==> src/rtl/writeback_queue.sv <==
// Write-back queue: round-robin merges ALU and load results into an in-order FIFO,
// retires one entry per cycle to the register-file write port, and forwards pending values to decode.
module writeback_queue #(
    parameter int DATA_W = 32,
    parameter int ADDR_W = 5,
    parameter int DEPTH  = 4
) (
    input  logic                     clk,
    input  logic                     reset,
    input  logic                     alu_valid,
    output logic                     alu_ready,
    input  logic [ADDR_W-1:0]        alu_rd,
    input  logic [DATA_W-1:0]        alu_data,
    input  logic                     ld_valid,
    output logic                     ld_ready,
    input  logic [ADDR_W-1:0]        ld_rd,
    input  logic [DATA_W-1:0]        ld_data,
    input  logic                     rf_stall,
    output logic                     rf_write_enable,
    output logic [ADDR_W-1:0]        rf_write_addr,
    output logic [DATA_W-1:0]        rf_write_data,
    input  logic [ADDR_W-1:0]        fwd_addr1,
    input  logic [ADDR_W-1:0]        fwd_addr2,
    output logic                     fwd_hit1,
    output logic                     fwd_hit2,
    output logic [DATA_W-1:0]        fwd_data1,
    output logic [DATA_W-1:0]        fwd_data2,
    output logic [$clog2(DEPTH):0]   pending_count,
    output logic                     empty
);

    localparam int PTR_W = $clog2(DEPTH);
    localparam int CNT_W = PTR_W + 1;

    logic [ADDR_W-1:0] addrMem_q [DEPTH];
    logic [DATA_W-1:0] dataMem_q [DEPTH];

    logic [PTR_W-1:0]  rdPtr_q, rdPtr_d;
    logic [PTR_W-1:0]  wrPtr_q, wrPtr_d;
    logic [CNT_W-1:0]  count_q, count_d;
    logic              lastGrantLd_q, lastGrantLd_d;
    logic              wbEn_q, wbEn_d;
    logic [ADDR_W-1:0] wbAddr_q, wbAddr_d;
    logic [DATA_W-1:0] wbData_q, wbData_d;

    logic              full;
    logic              aluHs, ldHs;
    logic              push, pop;
    logic [ADDR_W-1:0] pushRd;
    logic [DATA_W-1:0] pushData;

    // On a tie the source that lost last time wins; a lone valid source always wins.
    assign full      = (count_q == CNT_W'(DEPTH));
    assign alu_ready = !full && alu_valid && (!ld_valid || lastGrantLd_q);
    assign ld_ready  = !full && ld_valid && (!alu_valid || !lastGrantLd_q);

    assign aluHs    = alu_valid && alu_ready;
    assign ldHs     = ld_valid && ld_ready;
    assign pushRd   = aluHs ? alu_rd : ld_rd;
    assign pushData = aluHs ? alu_data : ld_data;
    assign push     = (aluHs || ldHs) && (pushRd != '0);
    assign pop      = (count_q != '0) && !rf_stall;

    always_comb begin
        rdPtr_d       = rdPtr_q;
        wrPtr_d       = wrPtr_q;
        lastGrantLd_d = lastGrantLd_q;
        wbEn_d        = 1'b0;
        wbAddr_d      = wbAddr_q;
        wbData_d      = wbData_q;
        count_d       = count_q + CNT_W'(push) - CNT_W'(pop);

        if (pop) begin
            rdPtr_d  = rdPtr_q + PTR_W'(1);
            wbEn_d   = 1'b1;
            wbAddr_d = addrMem_q[rdPtr_q];
            wbData_d = dataMem_q[rdPtr_q];
        end
        if (push) begin
            wrPtr_d = wrPtr_q + PTR_W'(1);
        end
        if (ldHs) begin
            lastGrantLd_d = 1'b1;
        end else if (aluHs) begin
            lastGrantLd_d = 1'b0;
        end
    end

    always_ff @(posedge clk or posedge reset) begin
        if (reset) begin
            rdPtr_q       <= '0;
            wrPtr_q       <= '0;
            count_q       <= '0;
            lastGrantLd_q <= 1'b1;
            wbEn_q        <= 1'b0;
            wbAddr_q      <= '0;
            wbData_q      <= '0;
        end else begin
            rdPtr_q       <= rdPtr_d;
            wrPtr_q       <= wrPtr_d;
            count_q       <= count_d;
            lastGrantLd_q <= lastGrantLd_d;
            wbEn_q        <= wbEn_d;
            wbAddr_q      <= wbAddr_d;
            wbData_q      <= wbData_d;
        end
    end

    // Storage needs no reset: only slots inside the occupancy window are ever read.
    always_ff @(posedge clk) begin
        if (push) begin
            addrMem_q[wrPtr_q] <= pushRd;
            dataMem_q[wrPtr_q] <= pushData;
        end
    end

    // Scan oldest to youngest so the last match seen is the youngest.
    function automatic logic [DATA_W:0] fwdLookup(input logic [ADDR_W-1:0] addr);
        logic             hit;
        logic [DATA_W-1:0] data;
        logic [PTR_W-1:0] idx;
        hit  = 1'b0;
        data = '0;
        if (wbEn_q && (wbAddr_q == addr)) begin
            hit  = 1'b1;
            data = wbData_q;
        end
        for (int i = 0; i < DEPTH; i++) begin
            idx = rdPtr_q + PTR_W'(i);
            if ((CNT_W'(i) < count_q) && (addrMem_q[idx] == addr)) begin
                hit  = 1'b1;
                data = dataMem_q[idx];
            end
        end
        if (addr == '0) begin
            hit  = 1'b0;
            data = '0;
        end
        return {hit, data};
    endfunction

    assign {fwd_hit1, fwd_data1} = fwdLookup(fwd_addr1);
    assign {fwd_hit2, fwd_data2} = fwdLookup(fwd_addr2);

    assign rf_write_enable = wbEn_q;
    assign rf_write_addr   = wbAddr_q;
    assign rf_write_data   = wbData_q;
    assign pending_count   = count_q;
    assign empty           = (count_q == '0) && !wbEn_q;

endmodule
==> config.mk <==
export PLATFORM = sky130hd
export DESIGN_NAME = writeback_queue
export DESIGN_NICKNAME = d
export VERILOG_FILES = /design/src/rtl/writeback_queue.sv
export SDC_FILE = /design/constraint.sdc
export NUM_CORES = 1
export LEC_CHECK = 0
export CAP_MARGIN = 20
export CORE_MARGIN = 2
export CORE_UTILIZATION = 55
export DETAILED_ROUTE_END_ITERATION = 10
export PLACE_DENSITY = 0.81
export SYNTH_ARGS = -nofsm -noshare
export SYNTH_HDL_FRONTEND = slang
export SYNTH_SLANG_ARGS = --single-unit
==> constraint.sdc <==
create_clock -name clk -period 4.1 [get_ports clk]
set_input_delay 0.615 -clock clk [delete_from_list [all_inputs] [get_ports clk]]
set_output_delay 0.615 -clock clk [all_outputs]
set_load 0.05 [all_outputs]
==> impl_metrics.ini <==
[outcome]
status = finished, violations left
violations = setup timing

[cts]
ctsHoldBuffers = 0
cts_made_buffers = 17
cts_max_path_buffers = 2
insertion_delay_ns = 0.44
cts.sinks = 194
htree_levels = 4
cts_root_buffer = clkbuf_16
cts.clk_slew.worst_paths_ns = 0.07
tritoncts = done

[min_path]
hp-class = reg -> reg
holdPathStages = 1

[critical_path]
critPathLaunchType = register
path_cells = clkbuf_4 -> mux4_2 -> xnor2_1 -> nand2_1 -> nor2_1 -> or3_2 -> buf_12 -> o31ai_2 -> buf_12
cp_num_cells = 9
critPathKind = reg -> out
path_common_cell = buf_12
crit_fanout = 27
reg2reg_depth = 12
cp_top_family = simple AND/OR/NAND/NOR gates
worstPathArrival_ns = 3.51
required_ns = 3.48
path_buf_inv = 3
slowest_stage = mux4_2
max_stage_delay_ns = 0.57
critPathCaptureType = output pin

[sta]
post-route-period-util_pct = 101
min_period_ns = 4.12
slew_headroom_pct = 42.8
rsz0062_at_grt = yes
setup_tns_ns = -0.0242
max_freq_ghz = 0.242
finalHoldViolations = 0
setup-violations-final = 1
drv_slew = 0
worstMarginPinSlew_ns = 0.856
clock_skew_ns = 0.0103
fin_ws_ns = -0.0242

[routing]
dr.first_iter.drc_count = 1297
wl_per_cell_um = 26.1
viasPerCell = 7.00
ant_nets = 0
wirelength_um = 40900
drc = 0
dr_total_vias = 11000
firstDrtPassIters = 6

[finish]
fill_cells = 1575
fin_util_pct = 73.2
syn2layout_area_growth_pct = 30.6
nets = 1328
drive_gt1_share_pct = 39.9
antenna_cells = 0
final_area_um2 = 17900

[yosys]
synth_cell_types = 54
synth-xor-area-share_pct = 3.59
synth_edf_count = 148
ys_seq_area_share_pct = 40.9
synth_seq_cells = 194
synth_fp_nets = 1144
synth_compound_area_share_pct = 14.5
avgSynthCellArea_um2 = 13.1
syn-cell-area_um2 = 13700
ys.warnings.count = 0
synth_top_family_by_area = multiplexers
synthMuxAreaShare_pct = 27.2
async_flop_share_pct = 23.7
ys.flop_type = edfxtp_1
synthSimpleGateAreaFrac_pct = 8.78
netlist_instances = 1046
synthAdderAreaFrac_pct = 0.878

[placement]
dpl_cell_area_um2 = 16900
place_ws_ns = 0.118
io_buffers = 198
gp_congestion = 0.876
dp_hpwl_um = 26400

[run]
maxCapViolations = 0

[floorplanning]
rows = 57
initial_core_util_pct = 56.1
die_area_um2 = 26100
io_pins = 199
die_y_um = 162
chipWidth_um = 162
core_area_um2 = 24400

[global_routing]
grt_max_degree = 78
grt_pass1_vias = 11400
antenna_found_initial = 0
grtUsageTotal_pct = 31.0
grt_first_pass_wirelength_um = 62500
grt-ovfl-total = 0

[power]
p_per_area_nw_per_um2 = 912
p_leak_nw = 6.29
power_mw = 16.3
vdd_drop_max_uv = 631
[metrics by stage]
step | hold WS [ns] | instances
2_1_floorplan | 0.498 | 1046
3_3_place_gp | 0.507 | 1511
3_5_place_dp | 0.509 | 1511
4_1_cts | 0.519 | 1553
5_1_grt | 0.531 | 1567
6_report | 0.518 | 1567
[power by group]
group | switching, mW | leakage, nW | internal (mW)
clock | 0.786 | 0.283 | 0.862
sequential | 0.679 | 1.92 | 2.92
combinational | 6.10 | 4.09 | 4.95
total | 7.56 | 6.29 | 8.73
[cell families after synthesis]
family | Yosys count
xor gates and xnor gates | 56
muxes | 193
AOI/OAI and AO/OA | 209
buffers and inverters | 121
and+or+nand+nor | 264
adders and majority gates | 9
DFF | 194
[final timing paths]
check                                 startpoint           endpoint  slack [ns]
worst max register to register  pending_count[1]   pending_count[2]        1.04
max in group asynchronous                  reset         rdPtr_q[1]        2.64
worst max-delay path                  rdPtr_q[1]      fwd_data1[24]       -0.02
worst min-delay path               lastGrantLd_q      lastGrantLd_q        0.52
worst min register to register     lastGrantLd_q      lastGrantLd_q        0.52
min in group asynchronous                  reset  rf_write_data[28]        0.67
[layout make-up]
cell class | count | area, um2 | area share, %
multi-input cells | 731 | 7810 | 43.7
flip-flops and latches | 194 | 5600 | 31.4
repair buffers | 270 | 3400 | 19.0
clock buffers | 19 | 433 | 2.42
well taps | 324 | 405 | 2.27
clock inverters | 13 | 144 | 0.805
inverters | 16 | 62.6 | 0.350
[worst register-to-register path, cell delays in order, from the launching register on]
cell and delay [ns]:
dfrtp_1 0.43, inv_1 0.15, nand3_1 0.18, nand3_2 0.22, mux2_2 0.36, nor3_1 0.07, a31oi_1 0.35, inv_1 0.10
ha_1 0.29, inv_1 0.04, ha_1 0.20, fa_1 0.42, xnor2_1 0.14
[cells in the mapped netlist, drive strengths merged (3+ instances only)]
| cell | count | area (um2) |
|---|---|---|
| a22oi | 62 | 465 |
| nor3 | 16 | 91.3 |
| dfrtp | 45 | 1130 |
| inv | 16 | 60.1 |
| or2 | 27 | 169 |
| mux2i | 13 | 146 |
| mux2 | 43 | 484 |
| xor2 | 14 | 123 |
| a31oi | 3 | 18.8 |
| buf | 54 | 322 |
| nand2b | 4 | 25.0 |
| nor4 | 6 | 50.0 |
| a21oi | 6 | 33.8 |
| clkbuf | 51 | 191 |
| nand2 | 120 | 450 |
| o21ai | 3 | 15.0 |
| xnor2 | 42 | 368 |
| nand3 | 5 | 25.0 |
| edfxtp | 148 | 4440 |
| nand4 | 6 | 37.5 |
| a221oi | 64 | 748 |
| o31ai | 62 | 611 |
| mux4 | 137 | 3090 |
| nor2 | 69 | 280 |
| and2 | 4 | 25.0 |
| ha | 8 | 100 |
[state kept, by name (all words and copies together) (netlist names)]
signal and count:
pending_count 3, wrPtr_q 2, rf_write_addr 5, rf_write_data 32, rdPtr_q 2, lastGrantLd_q 1
rf_write_enable 1, addrMem_q 20, dataMem_q 128
[per-layer routing]
layer  vias to the layer above  wire length, um  GRT usage [%]  part of all wire, %
li1                       4581                -              -                    -
met1                      5456            14700           39.8                   36
met2                       795            20200           51.0                   49
met3                       139             4480           6.23                   11
met4                         0             1590           15.3                  3.9
met5                         -                0              0                    0
[cells in the final DEF, fill, tap and decap left out, types with 12 or more instances in the layout]
master | synthesis | final
edfxtp_1 | 148 | 148
nor3_1 | 15 | 12
xnor2_1 | 42 | 42
inv_1 | 15 | 13
a221oi_1 | 34 | 33
or2_2 | 27 | 27
nor2_1 | 66 | 65
a22oi_1 | 62 | 62
dfrtp_1 | 45 | 43
xor2_1 | 14 | 14
o31ai_2 | 29 | 58
mux2_2 | 42 | 42
clkbuf_16 | 0 | 18
buf_4 | 8 | 50
nand2_1 | 120 | 120
mux4_2 | 137 | 137
a221oi_2 | 30 | 31
clkdlybuf4s50_1 | 0 | 132
buf_12 | 0 | 80
[repair_timing]
action | in CTS | in global routing
pin swaps | 2 | 3
endpoints found under the setup margin | 60 | 61
cloned | 0 | 1
buffers inserted | 10 | 13
gates resized for setup | 7 | 13
No activity file was read; power rests on OpenSTA's default activity.
